==> config.mk <==
export PLATFORM = sky130hd
export DESIGN_NAME = exec_sequencer
export DESIGN_NICKNAME = d
export VERILOG_FILES = /design/src/rtl/y86_pkg.sv /design/src/rtl/alu_64.sv /design/src/rtl/exec_sequencer.sv
export SDC_FILE = /design/constraint.sdc
export NUM_CORES = 1
export LEC_CHECK = 0
export CAP_MARGIN = 40
export CORE_UTILIZATION = 33
export CTS_BUF_LIST = sky130_fd_sc_hd__clkbuf_2
export DETAILED_ROUTE_END_ITERATION = 16
export PLACE_DENSITY_LB_ADDON = 0.1
export SLEW_MARGIN = 20
export SYNTH_ARGS = -nofsm -noshare
export SYNTH_HDL_FRONTEND = slang
export SYNTH_SLANG_ARGS = --single-unit
==> constraint.sdc <==
create_clock -name clk -period 12.9 [get_ports clk]
set_input_delay 3.225 -clock clk [delete_from_list [all_inputs] [get_ports clk]]
set_output_delay 3.225 -clock clk [all_outputs]
set_load 0.02 [all_outputs]
==> src/rtl/y86_pkg.sv <==
// Shared Y86-64 execute-stage definitions: instruction codes, ALU functions,
// branch conditions, sequencer states and the condition-code register.
package y86_pkg;

  localparam logic [3:0] I_HALT   = 4'h0;
  localparam logic [3:0] I_NOP    = 4'h1;
  localparam logic [3:0] I_CMOVXX = 4'h2;
  localparam logic [3:0] I_IRMOVQ = 4'h3;
  localparam logic [3:0] I_RMMOVQ = 4'h4;
  localparam logic [3:0] I_MRMOVQ = 4'h5;
  localparam logic [3:0] I_OPQ    = 4'h6;
  localparam logic [3:0] I_JXX    = 4'h7;
  localparam logic [3:0] I_CALL   = 4'h8;
  localparam logic [3:0] I_RET    = 4'h9;
  localparam logic [3:0] I_PUSHQ  = 4'hA;
  localparam logic [3:0] I_POPQ   = 4'hB;

  localparam logic [3:0] IFUN_MAX_OP   = 4'h3;
  localparam logic [3:0] IFUN_MAX_COND = 4'h6;

  localparam logic [63:0] STACK_DEC = 64'hFFFF_FFFF_FFFF_FFF8;
  localparam logic [63:0] STACK_INC = 64'h0000_0000_0000_0008;

  typedef enum logic [1:0] {
    ALU_ADD = 2'd0,
    ALU_SUB = 2'd1,
    ALU_AND = 2'd2,
    ALU_XOR = 2'd3
  } alu_fun_e;

  typedef enum logic [3:0] {
    C_ALWAYS = 4'd0,
    C_LE     = 4'd1,
    C_L      = 4'd2,
    C_E      = 4'd3,
    C_NE     = 4'd4,
    C_GE     = 4'd5,
    C_G      = 4'd6
  } cond_e;

  typedef enum logic [1:0] {
    S_IDLE = 2'd0,
    S_EXEC = 2'd1,
    S_DONE = 2'd2
  } state_e;

  typedef struct packed {
    logic zf;
    logic sf;
    logic of;
  } cc_t;

  localparam cc_t CC_RESET = '{zf: 1'b1, sf: 1'b0, of: 1'b0};

  function automatic logic cond_holds(cc_t cc, logic [3:0] ifun);
    logic lt;
    lt = cc.sf ^ cc.of;
    case (cond_e'(ifun))
      C_ALWAYS: cond_holds = 1'b1;
      C_LE:     cond_holds = lt | cc.zf;
      C_L:      cond_holds = lt;
      C_E:      cond_holds = cc.zf;
      C_NE:     cond_holds = ~cc.zf;
      C_GE:     cond_holds = ~lt;
      C_G:      cond_holds = ~lt & ~cc.zf;
      default:  cond_holds = 1'b0;
    endcase
  endfunction

  function automatic logic is_illegal(logic [3:0] icode, logic [3:0] ifun);
    is_illegal = (icode > I_POPQ) ||
                 (icode == I_OPQ && ifun > IFUN_MAX_OP) ||
                 ((icode == I_CMOVXX || icode == I_JXX) && ifun > IFUN_MAX_COND);
  endfunction

endpackage

==> src/rtl/alu_64.sv <==
// Combinational 64-bit Y86 ALU producing a result and its ZF/SF/OF flags.
module alu_64
  import y86_pkg::*;
(
  input  logic [63:0] alu_a,
  input  logic [63:0] alu_b,
  input  alu_fun_e    fun,
  output logic [63:0] result,
  output logic        zf,
  output logic        sf,
  output logic        of
);

  // Subtraction is aluB - aluA, so overflow is judged against aluB's sign.
  always_comb begin
    result = '0;
    of     = 1'b0;
    case (fun)
      ALU_ADD: begin
        result = alu_b + alu_a;
        of     = (alu_a[63] == alu_b[63]) && (result[63] != alu_a[63]);
      end
      ALU_SUB: begin
        result = alu_b - alu_a;
        of     = (alu_a[63] != alu_b[63]) && (result[63] != alu_b[63]);
      end
      ALU_AND: result = alu_b & alu_a;
      ALU_XOR: result = alu_b ^ alu_a;
    endcase
  end

  assign zf = (result == '0);
  assign sf = result[63];

endmodule

==> src/rtl/exec_sequencer.sv <==
// Y86-64 execute stage wrapped in an IDLE -> EXEC -> DONE handshake sequencer
// that owns the condition-code register.
module exec_sequencer #(
  parameter int DATA_W = 64
) (
  input  logic              clk,
  input  logic              rst_n,
  input  logic              in_valid,
  output logic              in_ready,
  input  logic [3:0]        in_icode,
  input  logic [3:0]        in_ifun,
  input  logic [DATA_W-1:0] in_valA,
  input  logic [DATA_W-1:0] in_valB,
  input  logic [DATA_W-1:0] in_valC,
  input  logic              in_cc_inhibit,
  input  logic              flush,
  output logic              out_valid,
  input  logic              out_ready,
  output logic [DATA_W-1:0] out_valE,
  output logic              out_cnd,
  output logic [2:0]        out_cc,
  output logic              out_err
);
  import y86_pkg::*;

  state_e            state_q, state_d;
  logic [3:0]        icode_q, icode_d, ifun_q, ifun_d;
  logic [DATA_W-1:0] val_a_q, val_a_d, val_b_q, val_b_d, val_c_q, val_c_d;
  logic [DATA_W-1:0] val_e_q, val_e_d;
  logic              inhibit_q, inhibit_d, cnd_q, cnd_d, err_q, err_d;
  cc_t               cc_q, cc_d;

  logic [DATA_W-1:0] alu_a, alu_b, alu_result;
  alu_fun_e          alu_fun;
  logic              alu_zf, alu_sf, alu_of;
  logic              illegal;

  // NOTE: every signal written in a combinational block gets a default first,
  // so no path through the case statements can infer a latch.
  always_comb begin
    alu_a   = '0;
    alu_b   = '0;
    alu_fun = ALU_ADD;
    case (icode_q)
      I_CMOVXX, I_OPQ:              alu_a = val_a_q;
      I_IRMOVQ, I_RMMOVQ, I_MRMOVQ: alu_a = val_c_q;
      I_CALL, I_PUSHQ:              alu_a = STACK_DEC;
      I_RET, I_POPQ:                alu_a = STACK_INC;
      default:                      alu_a = '0;
    endcase
    case (icode_q)
      I_RMMOVQ, I_MRMOVQ, I_OPQ, I_CALL, I_RET, I_PUSHQ, I_POPQ: alu_b = val_b_q;
      default:                                                   alu_b = '0;
    endcase
    if (icode_q == I_OPQ && ifun_q <= IFUN_MAX_OP) alu_fun = alu_fun_e'(ifun_q[1:0]);
  end

  alu_64 u_alu (
    .alu_a  (alu_a),
    .alu_b  (alu_b),
    .fun    (alu_fun),
    .result (alu_result),
    .zf     (alu_zf),
    .sf     (alu_sf),
    .of     (alu_of)
  );

  assign illegal = is_illegal(icode_q, ifun_q);

  always_comb begin
    state_d   = state_q;
    icode_d   = icode_q;
    ifun_d    = ifun_q;
    val_a_d   = val_a_q;
    val_b_d   = val_b_q;
    val_c_d   = val_c_q;
    inhibit_d = inhibit_q;
    val_e_d   = val_e_q;
    cnd_d     = cnd_q;
    err_d     = err_q;
    cc_d      = cc_q;
    // Flush wins over everything except reset: it also blocks an IDLE handshake
    // and suppresses the EXEC-cycle CC write.
    if (flush) begin
      state_d = S_IDLE;
    end else begin
      case (state_q)
        S_IDLE: begin
          if (in_valid) begin
            state_d   = S_EXEC;
            icode_d   = in_icode;
            ifun_d    = in_ifun;
            val_a_d   = in_valA;
            val_b_d   = in_valB;
            val_c_d   = in_valC;
            inhibit_d = in_cc_inhibit;
          end
        end
        S_EXEC: begin
          state_d = S_DONE;
          val_e_d = alu_result;
          err_d   = illegal;
          // Conditions read the CC as it stood before this instruction.
          cnd_d   = (icode_q == I_CMOVXX || icode_q == I_JXX) && cond_holds(cc_q, ifun_q);
          if (icode_q == I_OPQ && !illegal && !inhibit_q)
            cc_d = '{zf: alu_zf, sf: alu_sf, of: alu_of};
        end
        S_DONE: begin
          if (out_ready) state_d = S_IDLE;
        end
        default: state_d = S_IDLE;
      endcase
    end
  end

  // NOTE: sequential state uses non-blocking assignments only, so every flop
  // samples the values computed before this edge regardless of statement order.
  always_ff @(posedge clk) begin
    if (!rst_n) begin
      state_q   <= S_IDLE;
      icode_q   <= '0;
      ifun_q    <= '0;
      val_a_q   <= '0;
      val_b_q   <= '0;
      val_c_q   <= '0;
      inhibit_q <= 1'b0;
      val_e_q   <= '0;
      cnd_q     <= 1'b0;
      err_q     <= 1'b0;
      cc_q      <= CC_RESET;
    end else begin
      state_q   <= state_d;
      icode_q   <= icode_d;
      ifun_q    <= ifun_d;
      val_a_q   <= val_a_d;
      val_b_q   <= val_b_d;
      val_c_q   <= val_c_d;
      inhibit_q <= inhibit_d;
      val_e_q   <= val_e_d;
      cnd_q     <= cnd_d;
      err_q     <= err_d;
      cc_q      <= cc_d;
    end
  end

  assign in_ready  = (state_q == S_IDLE);
  assign out_valid = (state_q == S_DONE);
  assign out_valE  = val_e_q;
  assign out_cnd   = cnd_q;
  assign out_err   = err_q;
  assign out_cc    = cc_q;

endmodule

# --- After elaboration in Yosys (flattened, before gate mapping) ---
# Index checks and enable logic that the tools add are counted.
classes:
  addsub: 2
  magnitude_cmp: 4
  n_eq_ne: 27
  mux: 11
  bitwise_logic: 9
  n_reduce_logical: 27
op_table:
  columns: ["cell", "n"]
  rows:
  - ["one-hot mux 64 bit (4 select lines)", 2]
  - ["adder 64 bit", 1]
  - ["bitwise AND 64 bit", 1]
  - ["zero test 64 bit", 1]
  - ["two-way mux 64 bit", 1]
  - ["subtractor 64 bit", 1]
  - ["bitwise XOR 64 bit", 1]
  - ["equality test 4 x 3 -> 1 bit, second input constant", 7]
  - ["equality test 4 x 2 -> 1 bit, second input constant", 4]
  - ["equality test 4 bit, second input constant", 4]
  - ["logical AND 1 bit", 8]
  - ["OR reduction 2 bit", 4]
  - ["one-hot mux 1 bit (7 select lines)", 1]
  - ["OR reduction 7 bit", 1]
  - ["equality test 2 bit, second input constant", 3]
  - ["two-way mux 2 bit", 3]
  - ["one-hot mux 2 bit (3 select lines)", 1]
  - ["AND reduction 3 bit", 2]
  - ["equality test 2 x 1 -> 1 bit, second input constant", 2]
  - ["equality test 4 x 1 -> 1 bit, second input constant", 1]
  - ["greater-than comparator 4 x 2 -> 1 bit, second input constant", 1]
  - ["greater-than comparator 4 x 3 -> 1 bit, second input constant", 1]
  - ["greater-than comparator 4 bit, second input constant", 1]
  - ["<= comparator 4 x 2 -> 1 bit, second input constant", 1]
  - ["16 further kinds", 27]
word_totals:
  regBits: 272
  input_bits: 206
  output_inout_bits: 71
  wordCells: 93

# --- Longest topological paths before layout ---
depth:
  ltp_word: 8
  ltp_mapped: 22
  ltp_nobuf: 20

# --- Modules after synthesis ---
# From an unflattened synthesis, not the netlist that was laid out.
hier_totals:
  cells_unflattened: 3093
  hier_area_um2: 21991.1
by_module_without_submodules:
  columns: ["module", "n_inst", "cells_each", "area_each_um2", "seq_area_each_um2"]
  rows:
  - ["exec_sequencer", 1, 1371, 11304.6, 5445.2]
  - ["alu_64", 1, 1722, 10686.5, 0.0]

# --- Worst setup path before layout ---
# OpenSTA, ideal clock, no wires.
synth_timing:
  path_kind: "input-to-reg"
  startpoint: "input port flush"
  endpoint: "register cc_q (netlist bit out_cc[2])"
  setup_ns: 0.059
  arrival_ns: 5.751
  path_slack_ns: 7.091
  cell_stages: 13
  cell_sequence: "or2_2 > clkbuf_1 > nor3_1 > nor2b_1 > nand4_1 > nor4b_2 > nand4_1 > or4_1 > nor4b_1 > and4_1 > nand4_1 > nor4_2 > a31o_1"
synth_via:
  elab_chain_len: 2
synth_lines:
  columns: ["item", "line_no", "text"]
  rows:
  - ["from (decl)", "exec_sequencer.sv:16", "input logic flush,"]
  - ["NOT 1 bit (no line)", null, null]
  - ["AND reduction 3 bit (no line)", null, null]
  - ["to (signal assigned)", "exec_sequencer.sv:130", "cc_q <= CC_RESET;"]
  - ["to (signal assigned)", "exec_sequencer.sv:142", "cc_q <= cc_d;"]
  - ["to (decl)", "exec_sequencer.sv:31", "cc_t cc_q, cc_d;"]
# No other way between the ends.
# A chain may end at the register's enable or synchronous reset.

# --- Worst setup path after layout ---
layout_timing:
  startpoint: "register icode_q[0]"
  endpoint: "register cc_q (netlist bit out_cc[2])"
layout_via:
  elab_chain_len: 8
layout_lines:
  columns: ["item", "line_no", "text"]
  rows:
  - ["from (decl)", "exec_sequencer.sv:27", "logic [3:0] icode_q, icode_d, ifun_q, ifun_d;"]
  - ["from (signal assigned)", "exec_sequencer.sv:133", "icode_q <= icode_d;"]
  - ["parallel branches: the longest is 8 deep, another holds subtractor 64 bit", null, null]
# Several ways; the timed one is not identified.

==> results.yml <==
route:
  vias: 24900
  first_pass_iters: 6
  drt_iter0_drc: 2572
  final_antenna_net_count: 0
  wl_per_cell_microns: 25.9
  vias_per_cell: 5.97
  routed_wl_microns: 108000
  drcViolationCount: 0
finish:
  layout.nets: 3606
  multi_input_area_sq_um: 15000
  final_cell_mix: "nand2_1, a21oi_1, clkdlybuf4s50_1"
  fin_cells: 4181
  seq_area_sq_um: 5450
  drive_gt1_frac: 0.0773
  layout_commonest_cell: "nand2_1"
  area.growth.synth_to_final_pct: 18.9
  nFillCells: 7003
  final_util: 0.400
  final_area_sq_um: 26000
sta:
  rsz0062_at_grt: "false"
  maxSlewHeadroom: 0.0469
  timing.setup.tns_ns: 0
  period_share: 0.548
  hold_ws_ns: 0.454
  fin_skew_ns: 0.118
  max_clock_freq_ghz: 0.142
  setup_viol_count_final: 0
  finalHoldViolations: 0
  period_minus_slack_ns: 7.06
  worst_pin_slew_ns: 1.43
  slew_violations: 0
global_routing:
  grt_max_degree: 203
  antenna_found_initial: 2
  grt.overflow.total: 0
  grt_usage: 0.313
  grt_pass1_wl_microns: 158000
  grt_pass1_vias: 23400
power:
  leakagePower_nw: 9.78
  irDropWorstVdd_mv: 0.0551
  power_density_nw_per_um2: 86.2
placement:
  gp_congestion: 0.995
  io_buffer_count: 276
  placed_cell_area_sq_um: 25200
  dp_cells: 4040
  dpl.hpwl_microns: 82900
clock_tree:
  worstSkewPairLatency_ns: 1.15
  clkTransAtPathRegs_ns: 0.09
  postCtsHoldBufs: 0
  root_buffer: "clkbuf_2"
  cts_setup_buffers: 0
  cts_sinks: 272
  h-tree-depth: 3
  clock_path_buffers: 3
  cts_tree: "built"
  cts_buffers: 77
  cts_resized: 0
hold_path:
  min-delay-start: "val_b_q[25]$_SDFFE_PN0P_"
  hp-class: "reg -> reg"
yosys:
  synth_nets: 3430
  synthesis.area_sq_um: 21900
  async_flop_share: 0
  ys_seq_area_frac: 0.249
  syn_area_per_cell_sq_um: 7.07
  synthCells: 3094
  yosys_warnings: 0
  synth_edf_count: 0
  yosys.cell_types.count: 107
  synth-seq-cells: 272
  synth_flop_cell: "dfxtp_1"
worst_setup_path:
  r2r-start: "icode_q[0]$_SDFFE_PN0P_"
  critical-path-slowest-cell: "ha_1"
  end_kind: "flip-flop"
  critical_path.cell_chain: "nand2_1, or2_2, a21oi_4, buf_4, a221oi_1, ha_1, nor2b_1, and3_1, a221o_1, o21ai_0, o21ai_1, mux2i_1, nand3_1, a2111oi_2, nand4_1, a2111oi_1, nand4_1, nor4_2, a31o_1"
  path_max_fanout: 63
  critPathArrivalTime_ns: 8.04
  crit_start: "icode_q[0]$_SDFFE_PN0P_"
  cp_data_required_time_ns: 13.88
  crit_type: "reg -> reg"
  crit_top_cell: "nand4_1"
  crit_path_max_incr_delay_ns: 0.79
  worstSetupStartpointType: "flip-flop"
die:
  fp-row-count: 93
  io_pins: 277
  die_width_microns: 259
  die_height_microns: 259
  die_area_sq_um: 67300
  initial_core_util: 0.337
  core_sq_um: 64900
outcome:
  outcome: "completed"
flow_run:
  maxCapViolCount: 0
[cells by family after synthesis]
family | Yosys count | share of synthesized area
simple gates | 1228 | 0.265
compound gates | 991 | 0.299
buf+inv | 372 | 0.0677
flops | 272 | 0.249
fa+ha+maj | 130 | 0.0751
mux | 59 | 0.0275
xor+xnor | 42 | 0.0168
[power by group]
part | total (mW) | switching [mW] | internal, mW | leakage (nW)
Sequential | 0.900 | 0.0271 | 0.873 | 2.22
Combinational | 0.693 | 0.442 | 0.251 | 7.03
Clock | 0.648 | 0.402 | 0.246 | 0.534
Total | 2.24 | 0.872 | 1.37 | 9.78
[sequential cells by signal, summed over array words and instances, names as in the netlist, 2 cells and up]
name	cells
val_b_q	64
out_valE	64
out_cc	3
val_c_q	64
icode_q	4
val_a_q	64
ifun_q	4
state_q	2
[metrics by stage]
step	power (mW)	setup slack (ns)
6_report	2.24	5.84
5_1_grt	2.36	5.46
4_1_cts	2.25	5.92
3_5_place_dp	1.59	5.50
3_3_place_gp	1.59	5.45
2_1_floorplan	1.32	7.09
[cell usage after synthesis (8+ instances only)]
| cell | count | area share |
|---|---|---|
| nor3_1 | 73 | 0.017 |
| a31oi_1 | 16 | 0.0046 |
| a21boi_0 | 11 | 0.0038 |
| buf_1 | 12 | 0.0021 |
| nand2b_1 | 29 | 0.0083 |
| or3_1 | 15 | 0.0043 |
| nand2_1 | 562 | 0.096 |
| clkbuf_1 | 170 | 0.029 |
| a21oi_1 | 435 | 0.10 |
| a22o_1 | 8 | 0.0032 |
| o22ai_1 | 18 | 0.0052 |
| mux2_2 | 8 | 0.0041 |
| xnor2_1 | 34 | 0.014 |
| nand3_1 | 58 | 0.013 |
| and2_1 | 13 | 0.0037 |
| buf_2 | 37 | 0.0085 |
| a211o_1 | 10 | 0.0040 |
| nor4_1 | 36 | 0.010 |
| nor2b_1 | 100 | 0.029 |
| nand4_1 | 43 | 0.012 |
| dfxtp_1 | 272 | 0.25 |
| o31a_1 | 9 | 0.0036 |
| a211oi_1 | 57 | 0.020 |
| nor2_1 | 210 | 0.036 |
| o21ai_0 | 86 | 0.020 |
| a2111oi_0 | 12 | 0.0048 |
| ha_1 | 128 | 0.073 |
| o21a_1 | 15 | 0.0052 |
| inv_2 | 10 | 0.0017 |
| xor2_1 | 8 | 0.0032 |
| a221oi_1 | 27 | 0.011 |
| and3_1 | 16 | 0.0046 |
| o21ai_1 | 15 | 0.0034 |
| o21bai_1 | 32 | 0.011 |
| o221ai_1 | 14 | 0.0056 |
| or2_2 | 12 | 0.0034 |
| o211ai_1 | 24 | 0.0082 |
| a21o_1 | 22 | 0.0076 |
| o31ai_1 | 30 | 0.010 |
| a221o_1 | 53 | 0.024 |
| mux2i_1 | 50 | 0.023 |
| inv_1 | 135 | 0.023 |
[layout make-up]
| cell class | instances | share of cell area |
|---|---|---|
| Multi-Input combinational cell | 2450 | 0.577 |
| Sequential cell | 272 | 0.210 |
| Timing Repair Buffer | 324 | 0.125 |
| Tap cell | 855 | 0.0412 |
| Clock buffer | 117 | 0.0225 |
| Inverter | 145 | 0.0212 |
| Clock inverter | 17 | 0.00366 |
| Antenna cell | 1 | 0.0000963 |
[worst paths after layout]
check / end / slack [ns] / cells past startpoint
max: out_cc[2]$_SDFFE_PN1P_ / 5.84 / 19
min reg2reg: val_b_q[25]$_SDFFE_PN0P_ / 0.45 / 2
max reg2reg: out_cc[2]$_SDFFE_PN1P_ / 5.84 / 19
min: val_b_q[25]$_SDFFE_PN0P_ / 0.45 / 2
[metal layers]
layer | vias to the layer above | GRT usage | share of wire
li1 | 11500 | - | -
met1 | 12000 | 0.474 | 0.48
met2 | 1243 | 0.442 | 0.41
met3 | 141 | 0.0622 | 0.090
met4 | 0 | 0.0794 | 0.020
met5 | - | 0 | 0
[critical path: cells and delay by family, from the launching register on]
family	cells	cell delay [ns]
compound gates	8	2.75
simple gates	8	1.93
fa+ha+maj	1	0.79
buf+inv	1	0.65
flops	1	0.55
mux	1	0.26
No activity file was read; power rests on OpenSTA's default activity.
